## config.mk

```make
export PLATFORM = sky130hd
export DESIGN_NAME = cla_seq_adder
export DESIGN_NICKNAME = d
export VERILOG_FILES = /design/src/rtl/cla_seq_adder.sv
export SDC_FILE = /design/constraint.sdc
export NUM_CORES = 1
export LEC_CHECK = 0
export ABC_AREA = 1
export BUFFER_PORTS_ARGS = -buffer_cell sky130_fd_sc_hd__clkbuf_2
export CORE_UTILIZATION = 40
export CTS_CLUSTER_DIAMETER = 200
export CTS_CLUSTER_SIZE = 8
export DETAILED_ROUTE_END_ITERATION = 6
export PLACE_DENSITY = 0.61
export SLEW_MARGIN = 40
export SYNTH_ARGS = -nofsm -noshare
export SYNTH_HDL_FRONTEND = slang
export SYNTH_SLANG_ARGS = --single-unit
```

## constraint.sdc

```tcl
create_clock -name clk -period 1.9 [get_ports clk]
set_input_delay 0.19 -clock clk [delete_from_list [all_inputs] [get_ports clk]]
set_output_delay 0.19 -clock clk [all_outputs]
set_load 0.01 [all_outputs]
```

## src/rtl/cla_seq_adder.sv

```systemverilog
// cla_seq_adder: WIDTH-bit adder that walks the operands one nibble per
// cycle through a single 4-bit carry-lookahead slice.
// Ports: clk, rst (sync, active-high), start, a, b, cin in;
//        busy, done (1-cycle pulse), sum, cout, ovf out (all registered).

module cla4_slice (
  input  logic [3:0] a,
  input  logic [3:0] b,
  input  logic       cin,
  output logic [3:0] s,
  output logic [3:0] c,
  output logic       cout
);
  logic [3:0] p;
  logic [3:0] g;

  // c[i] is the carry into bit i, so c[3] is the carry into the slice MSB
  always_comb begin
    p    = a ^ b;
    g    = a & b;
    c[0] = cin;
    c[1] = g[0] | (p[0] & cin);
    c[2] = g[1] | (p[1] & g[0]) | (p[1] & p[0] & cin);
    c[3] = g[2] | (p[2] & g[1]) | (p[2] & p[1] & g[0])
         | (p[2] & p[1] & p[0] & cin);
    cout = g[3] | (p[3] & g[2]) | (p[3] & p[2] & g[1])
         | (p[3] & p[2] & p[1] & g[0])
         | (p[3] & p[2] & p[1] & p[0] & cin);
    s    = p ^ c;
  end
endmodule

module cla_seq_adder #(
  parameter int WIDTH = 16
) (
  input  logic             clk,
  input  logic             rst,
  input  logic             start,
  input  logic [WIDTH-1:0] a,
  input  logic [WIDTH-1:0] b,
  input  logic             cin,
  output logic             busy,
  output logic             done,
  output logic [WIDTH-1:0] sum,
  output logic             cout,
  output logic             ovf
);
  localparam int NN = WIDTH / 4;
  localparam int CW = (NN > 1) ? $clog2(NN) : 1;

  typedef enum logic [1:0] {IDLE, RUN, DONE} state_t;

  state_t           state;
  logic [WIDTH-1:0] opa;
  logic [WIDTH-1:0] opb;
  logic             cy;
  logic [CW-1:0]    idx;

  logic [3:0] ss;
  logic [3:0] sc;
  logic       sco;

  // operands are shifted right so the active nibble is always [3:0]
  cla4_slice u_slice (
    .a    (opa[3:0]),
    .b    (opb[3:0]),
    .cin  (cy),
    .s    (ss),
    .c    (sc),
    .cout (sco)
  );

  always_ff @(posedge clk) begin
    if (rst) begin
      state <= IDLE;
      busy  <= 1'b0;
      done  <= 1'b0;
      sum   <= '0;
      cout  <= 1'b0;
      ovf   <= 1'b0;
      cy    <= 1'b0;
      idx   <= '0;
      opa   <= '0;
      opb   <= '0;
    end else begin
      unique case (state)
        IDLE, DONE: begin
          done <= 1'b0;
          if (start) begin
            opa   <= a;
            opb   <= b;
            cy    <= cin;
            idx   <= '0;
            busy  <= 1'b1;
            state <= RUN;
          end else begin
            busy  <= 1'b0;
            state <= IDLE;
          end
        end
        RUN: begin
          for (int k = 0; k < NN; k++) begin
            if (idx == CW'(k)) sum[4*k +: 4] <= ss;
          end
          cy  <= sco;
          opa <= opa >> 4;
          opb <= opb >> 4;
          idx <= idx + 1'b1;
          if (idx == CW'(NN - 1)) begin
            cout  <= sco;
            ovf   <= sc[3] ^ sco;
            busy  <= 1'b0;
            done  <= 1'b1;
            state <= DONE;
          end
        end
        default: begin
          busy  <= 1'b0;
          done  <= 1'b0;
          state <= IDLE;
        end
      endcase
    end
  end
endmodule
```

==> flow_metrics.tcl, run 1 <==
set metrics [dict create \
    status "completed" \
    io_pins 56 \
    path_clk_slew_ns 0.09 \
    synth_nets 362 \
    numCtsBuffers 5 \
    clk_path_buf_depth 2 \
    die_h_um 81.5 \
    final_common_cell "dfxtp_1" \
    hold_start "b[15]" \
    portBuffers 55 \
    routed_via_density 4.94 \
    fin_skew_ns 0.00603 \
    critPathRequiredTime_ns 2.10 \
    postCtsSetupRepairBufs 0 \
    worstMarginPinSlew_ns 0.450 \
    place_ws_ns 0.370 \
    dp_hpwl_mm 3.99 \
    num_antenna_cells 0 \
    grt_usage_pct 18.5 \
    rows 28 \
    fin_ws_ns 0.350 \
    worstSetupPathType "flip-flop to flip-flop" \
    post-route-drc-count 0 \
    final_nets 415 \
    grt_pass1_wl_mm 9.44 \
    fin_crit_sh_pct 81.6 \
    grt_overflow_total 0 \
    die_w_um 81.5 \
    startpoint_type "flip-flop" \
    gp_congestion 0.772 \
    cts_max_level 2 \
    post_synth.cell_area_avg_sq_um 7.98 \
    slew_viol_final 0 \
    ant_nets 0 \
    root_buffer "clkbuf_8" \
    tns_ns 0 \
    yosysWarnings 0 \
    grt_max_degree 27 \
    die_area_sq_um 6640 \
    post_cts_resize_count 0 \
    initial_core_util_pct 42.0 \
    hold_end "opb[15]$_SDFFE_PP0P_" \
    synth_cells 317 \
    rsz0062_at_grt "false" \
    hold_path_class "primary input to flip-flop" \
    drt-initial-drc-count 145 \
    timing.rr.end "cout$_SDFFE_PP0P_" \
    core_sq_um 6030 \
    min_period_ns 1.55 \
    synth-seq-cells 56 \
    drive_gt1_share_pct 23.0 \
    wl_mm 5.46 \
    cts.sinks 56 \
    synth.distinct_cells 30 \
    dr_total_vias 2197 \
    ir_worst_vdd_mv 0.383 \
    r2r_cells 6 \
    maxCapViolCount 0 \
    clk-insertion-delay-late_ns 0.30 \
    powerDensity_nw_per_um2 869 \
    wl_per_cell_um 12.3 \
    areaGrowthSynthToFinish_pct 14.7 \
    ys_seq_area_share_pct 44.3 \
    maxSlewHeadroom_pct 69.7 \
    hold_violations 0 \
    crit_path_max_fanout 4 \
    antenna_found_initial 0 \
    postCtsHoldBufs 0 \
    clock.fmax_ghz 0.645 \
    grt_pass1_vias 2030 \
    syn_area_sq_um 2530 \
    leakage_nw 1.36 \
    reg2reg_slack_ns 0.35 \
    timing.rr.start "opa[1]$_SDFFE_PP0P_" \
    final_cell_mix "56 x dfxtp_1, 55 x clkbuf_2, 45 x nor3_1" \
    first_pass_iters 4 \
    cts_tree "done" \
    holdPathStages 3 \
    setup_violations 0 \
    arrival_ns 1.75 \
    end_kind "flip-flop" \
]
## state kept, by name, indices dropped and copies added (netlist names)
name and cells:
idx 2, cout 1, done 1, ovf 1, opb 16, state 2, sum 16, opa 16
cy 1
## layout make-up
class / instances / area [sq um]
Timing Repair Buffer: 61 / 320
Inverter: 37 / 146
Multi-Input combinational cell: 209 / 1140
Clock inverter: 1 / 5.00
Tap cell: 75 / 93.8
Clock buffer: 6 / 72.6
Sequential cell: 56 / 1120
Fill cell: 634 / 3130
## where the power goes
part           switching [mW]  internal [mW]
Clock                   0.358          0.252
Sequential             0.0590           1.28
Combinational           0.351          0.216
Total                   0.768           1.75
## how the worst max path moves through the flow
stage | start | endpoint | slack [ns] | cells past startpoint
finish | opa[1]$_SDFFE_PP0P_ | cout$_SDFFE_PP0P_ | 0.35 | 6
global route | opb[1]$_SDFFE_PP0P_ | cout$_SDFFE_PP0P_ | 0.16 | 6
CTS | opa[1]$_SDFFE_PP0P_ | cout$_SDFFE_PP0P_ | 0.37 | 6
detailed placement | opa[1]$_SDFFE_PP0P_ | cout$_SDFFE_PP0P_ | 0.37 | 6
global placement | opa[1]$_SDFFE_PP0P_ | cy$_SDFFE_PP0P_ | 0.40 | 6
floorplan | opa[1]$_SDFFE_PP0P_ | sum[10]$_SDFFE_PP0P_ | 0.54 | 6
## metal layers
layer	wire length (um)	track usage, %	up-vias
met3	213	3.33	5
met4	46	4.82	0
li1	-	-	1163
met5	0	0	-
met2	2360	28.6	44
met1	2840	26.3	985
## through the flow
step,total power [mW],utilization (%),area [sq um],std cells,hold slack [ns]
after floorplan,1.80,-,2530,317,0.274
final,2.52,48.1,2900,445,0.114
after detailed placement,1.94,46.8,2820,438,0.433
after global routing,2.69,48.1,2900,445,0.118
after CTS,2.54,48.1,2900,445,0.107
after global placement,1.93,46.8,2820,438,0.423
## cell usage after synthesis
cell type,count,area (sq um)
a211oi_2,2,25.0
a21boi_0,1,7.51
a21oi_1,10,50.1
buf_1,1,3.75
buf_12,1,20.0
buf_2,2,10.0
buf_4,4,30.0
buf_6,1,11.3
buf_8,2,30.0
clkbuf_1,4,15.0
dfxtp_1,56,1120
fa_1,1,20.0
ha_1,8,100
inv_1,30,113
inv_2,4,15.0
inv_4,3,18.8
nand2_1,28,105
nand2_4,5,56.3
nand3_1,21,105
nand3b_1,1,7.51
nand4_1,1,6.26
nor2_1,29,109
nor3_1,45,225
nor3_2,1,10.0
o21a_1,8,60.1
o21ai_0,40,200
o21ai_1,4,20.0
o31ai_2,1,12.5
or2_2,2,12.5
xnor2_1,1,8.76
## logic make-up after synthesis
group / after synthesis / share of synthesized area, %
buffers and inverters: 52 / 10.5
and+or+nand+nor: 133 / 25.2
AOI/OAI and AO/OA: 66 / 14.8
xor gates and xnor gates: 1 / 0.346
adders and majority gates: 9 / 4.75
DFF: 56 / 44.3
## worst max-delay path, stage by stage (launching register included)
cell and delay (ns):
dfxtp_1 0.33, ha_1 0.35, or2_2 0.33, nand3_1 0.12
a21boi_0 0.18, nand2_1 0.10, nand2_1 0.05
Power figures use the tool's default switching activity.
==> run 2, diff against run 1 <==
- ABC_AREA: 1 -> 0
- clock period: 1.9 -> 1.6 ns (I/O delays scaled with it)
==> flow_metrics.tcl, run 2 <==
set metrics [dict create \
    setup_violations 0 \
    p_seq_share_pct 54.8 \
    syn_area_sq_um 2450 \
    design_area_sq_um 2960 \
    synth_flop_cell "dfxtp_1" \
    synth-async-reset-ratio_pct 0 \
    post-route-drc-count 0 \
    arrival_ns 1.81 \
    place_ws_ns 0.00104 \
    synth_edf_count 0 \
    dp_hpwl_mm 3.90 \
    cts_tree "done" \
    final_nets 373 \
    hold_violations 0 \
    fin_skew_ns 0.00768 \
    die_h_um 80.3 \
    synth_top_area_share_pct 45.7 \
    dp_cells 396 \
    drive_gt1_share_pct 25.3 \
    startpoint_type "flip-flop" \
    clock.fmax_ghz 0.638 \
    die_w_um 80.3 \
    areaGrowthSynthToFinish_pct 20.5 \
    p_int_mw 2.02 \
    numCtsBuffers 5 \
    clk_path_buf_depth 2 \
    final.fill_count 604 \
    critPathRequiredTime_ns 1.84 \
    crit_path_max_fanout 5 \
    grt_pass1_wl_mm 9.38 \
    synth-seq-cells 56 \
    grt_max_degree 50 \
    place_area_sq_um 2860 \
    grt_pass1_vias 2023 \
    routed_via_density 5.09 \
    synth_cells 271 \
    antenna_found_initial 0 \
    tns_ns 0 \
    grt_usage_pct 18.9 \
    yosysWarnings 0 \
    die_area_sq_um 6450 \
    slew_viol_final 0 \
    synthTopCellsByArea "dfxtp_1 46%, a211oi_1 9.5%, mux2i_1 9.0%" \
    drt-initial-drc-count 103 \
    first_pass_iters 4 \
    dr_total_vias 2053 \
    yosysMostFrequentCell "dfxtp_1" \
    num_antenna_cells 0 \
    power_frac_comb_pct 18.7 \
    worstMarginPinSlew_ns 0.393 \
    whs_ns 0.0917 \
    path_clk_slew_ns 0.10 \
    post_synth.cell_area_avg_sq_um 9.05 \
    ant_nets 0 \
    cts_max_level 2 \
    synth.distinct_cells 31 \
    worstSetupPathType "flip-flop to flip-flop" \
    maxSlewHeadroom_pct 73.7 \
    stdcell_count 403 \
    root_buffer "clkbuf_8" \
    min_period_ns 1.57 \
    maxCapViolCount 0 \
    swShare_pct 28.2 \
    wl_mm 5.49 \
    initial_core_util_pct 41.4 \
    ys_seq_area_share_pct 45.7 \
    fin_ws_ns 0.0330 \
    ir_worst_vdd_mv 0.532 \
    powerDensity_nw_per_um2 954 \
    portBuffers 55 \
    synth_top_area_cell "dfxtp_1" \
    final_cell_mix "55 x dfxtp_1, 55 x clkbuf_2, 51 x nor2_1" \
    clk-insertion-delay-late_ns 0.31 \
    cts.sinks 56 \
    status "completed" \
    end_kind "flip-flop" \
    synth_common_cells "56 x dfxtp_1, 52 x nor2_1, 31 x a211oi_1" \
    wl_per_cell_um 13.6 \
    postCtsSetupRepairBufs 0 \
    top_regs "opa: 16 flops, opb: 16 flops, sum: 16 flops" \
    power_switching_mw 0.794 \
    grt_overflow_total 0 \
    p_clk_share_pct 26.5 \
    leakage_nw 1.26 \
    fin_crit_sh_pct 97.9 \
    core_sq_um 5920 \
    rows 28 \
    io_pins 56 \
    hold_path_class "primary input to flip-flop" \
    synth_nets 316 \
    gp_congestion 0.795 \
]
==> run 2: metrics by stage <==
step	power [mW]	util, %
finish	2.82	49.9
global route	2.99	49.9
CTS	2.84	49.8
detailed placement	2.09	48.3
global placement	2.09	48.3
floorplan	1.90	-
==> run 2: cell type report <==
cell class,count,area [sq um],area share [%]
multi-input cells,190,1230,41.6
clock inverters,2,12.5,0.423
clock buffers,5,68.8,2.33
flip-flops and latches,56,1120,38.0
well taps,75,93.8,3.17
repair buffers,69,405,13.7
inverters,6,22.5,0.762
==> run 2: what timing repair did <==
item | 4_1_cts | 5_1_grt
resized for setup | 1 | 5
pin swaps | 0 | 2
hold buffers | 0 | 0
endpoints found under the setup margin | 3 | 6
cloned | 0 | 0
==> run 2: worst paths after layout <==
path,from,to,slack (ns),cells after the start
setup / recovery,opa[0]$_SDFFE_PP0P_,sum[6]$_SDFFE_PP0P_,0.03,5
hold / removal,a[12],opa[12]$_SDFFE_PP0P_,0.09,3
setup reg to reg,opa[0]$_SDFFE_PP0P_,sum[6]$_SDFFE_PP0P_,0.03,5
hold reg to reg,sum[2]$_SDFFE_PP0P_,sum[2]$_SDFFE_PP0P_,0.46,2
==> run 2: critical path, cell delays in order (launching register included) <==
cell,delay (ns)
dfxtp_1,0.33
ha_1,0.32
a211oi_2,0.26
nor2_2,0.10
or3_1,0.36
a21oi_1,0.13
==> run 2: metal layers <==
metal	vias up	GRT usage, %	part of all wire, %
met5	-	0	0
met4	0	5.71	1.3
met3	7	4.32	4.0
met2	43	31.5	46
met1	935	24.1	49
li1	1068	-	-
==> run 2: kinds of logic after synthesis <==
family / count (synthesis) / share of synthesized area [%]
and+or+nand+nor: 96 / 17.0
AOI/OAI and AO/OA: 62 / 18.1
DFF: 56 / 45.7
buffers and inverters: 25 / 4.95
muxes: 22 / 8.97
adders and majority gates: 9 / 4.90
xor gates and xnor gates: 1 / 0.357
==> run 2: power groups by stage <==
stage	clock, mW	combinational, mW	sequential (mW)
5_1_grt	0.843	0.588	1.56
6_report	0.748	0.527	1.54
4_1_cts	0.771	0.524	1.54
3_5_place_dp	0	0.518	1.57
3_3_place_gp	0	0.513	1.57
2_1_floorplan	0	0.339	1.56
==> run 3, diff against run 2 <==
- CORE_UTILIZATION: 40 -> 53
- PLACE_DENSITY: 0.61 -> 0.78
==> flow_metrics.tcl, run 3 (synthesis gave the netlist of run 2 again) <==
set metrics [dict create \
    status "completed" \
    clk-insertion-delay-late_ns 0.31 \
    grt_pass1_vias 1972 \
    holdPathStages 3 \
    grt_pass1_wl_mm 8.78 \
    stdcell_count 381 \
    clk_path_buf_depth 2 \
    routed_via_density 5.59 \
    wl_mm 5.29 \
    core_sq_um 4410 \
    antenna_found_initial 0 \
    initial_core_util_pct 55.6 \
    clock.fmax_ghz 0.652 \
    root_buffer "clkbuf_8" \
    postCtsSetupRepairBufs 0 \
    fin_skew_ns 0.00739 \
    arrival_ns 1.77 \
    die_w_um 70.0 \
    wl_per_cell_um 13.9 \
    worstSetupPathType "flip-flop to flip-flop" \
    numCtsBuffers 5 \
    finalPower_mw 2.85 \
    final_common_cell "clkbuf_2" \
    maxCapViolCount 0 \
    post-route-drc-count 0 \
    dp_cells 374 \
    ant_nets 0 \
    areaGrowthSynthToFinish_pct 21.6 \
    drive_gt1_share_pct 28.3 \
    cts_max_level 2 \
    final_nets 374 \
    drt-initial-drc-count 146 \
    cts_tree "done" \
    hold_path_class "primary input to flip-flop" \
    path_clk_slew_ns 0.10 \
    place_area_sq_um 2840 \
    critPathRequiredTime_ns 1.84 \
    grt_overflow_total 0 \
    min_period_ns 1.53 \
    gp_congestion 0.801 \
    cts.sinks 56 \
    die_area_sq_um 4910 \
    final_cell_mix "55 x clkbuf_2, 51 x dfxtp_1, 50 x nor2_1" \
    grt_max_degree 45 \
    num_antenna_cells 0 \
    r2r_cells 5 \
    die_h_um 70.0 \
    powerDensity_nw_per_um2 955 \
    dr_total_vias 2130 \
    design_area_sq_um 2980 \
    portBuffers 55 \
    dp_hpwl_mm 3.78 \
    leakage_nw 1.26 \
    startpoint_type "flip-flop" \
    worstMarginPinSlew_ns 0.403 \
    end_kind "flip-flop" \
    top_regs "opa: 16 flops, opb: 16 flops, sum: 16 flops" \
    maxSlewHeadroom_pct 73.1 \
    tns_ns 0 \
    grt_usage_pct 22.3 \
    rows 24 \
    ir_worst_vdd_mv 0.712 \
    hold_violations 0 \
    fin_crit_sh_pct 95.9 \
    slew_viol_final 0 \
    first_pass_iters 4 \
    io_pins 56 \
    crit_path_max_fanout 3 \
    setup_violations 0 \
]
-- run 3: per-layer routing --
layer	global-route usage [%]	vias to the layer above	share of wire, %
met5	0	-	0
met4	8.44	0	2.2
met3	4.62	10	4.5
met2	38.2	59	48
met1	27.5	993	46
li1	-	1068	-
-- run 3: layout make-up --
type                            count  area (sq um)
Fill cell                         376          1430
Multi-Input combinational cell    190          1270
Sequential cell                    56          1130
Timing Repair Buffer               70           413
Clock buffer                        5          68.8
Tap cell                           52          65.1
Inverter                            6          22.5
Clock inverter                      2          12.5
-- run 3: path summary, 6_finish.rpt --
path | endpoint | startpoint | slack, ns
min reg2reg | sum[5]$_SDFFE_PP0P_ | sum[5]$_SDFFE_PP0P_ | 0.46
min | opb[14]$_SDFFE_PP0P_ | b[14] | 0.1
max reg2reg | ovf$_SDFFE_PP0P_ | opb[0]$_SDFFE_PP0P_ | 0.07
max | ovf$_SDFFE_PP0P_ | opb[0]$_SDFFE_PP0P_ | 0.07
-- run 3: what timing repair did --
item,in CTS,in global routing
hold buffers,0,0
setup endpoints to repair,4,17
pin swaps,0,3
resized for setup,1,14
-- run 3: through the flow --
| stage | hold slack, ns | utilization [%] | setup slack, ns |
|---|---|---|---|
| 6_report | 0.0965 | 67.6 | 0.0660 |
| 5_1_grt | 0.102 | 67.6 | -0.0142 |
| 4_1_cts | 0.0995 | 66.3 | 0.00735 |
| 3_5_place_dp | 0.420 | 64.3 | -0.0506 |
| 3_3_place_gp | 0.414 | 64.3 | 0.0322 |
| 2_1_floorplan | 0.321 | - | 0.0356 |
-- run 3: power breakdown --
| part | switching, mW | internal [mW] |
|---|---|---|
| combinational | 0.288 | 0.260 |
| clock | 0.455 | 0.298 |
| sequential | 0.0605 | 1.49 |
| total | 0.803 | 2.05 |
-- run 3: worst max-delay path, cell delays in order (launching register included) --
cell and delay, ns:
dfxtp_2 0.34, ha_4 0.27, a211oi_2 0.07, o21ba_2 0.24, or3_4 0.33, a211oi_2 0.21
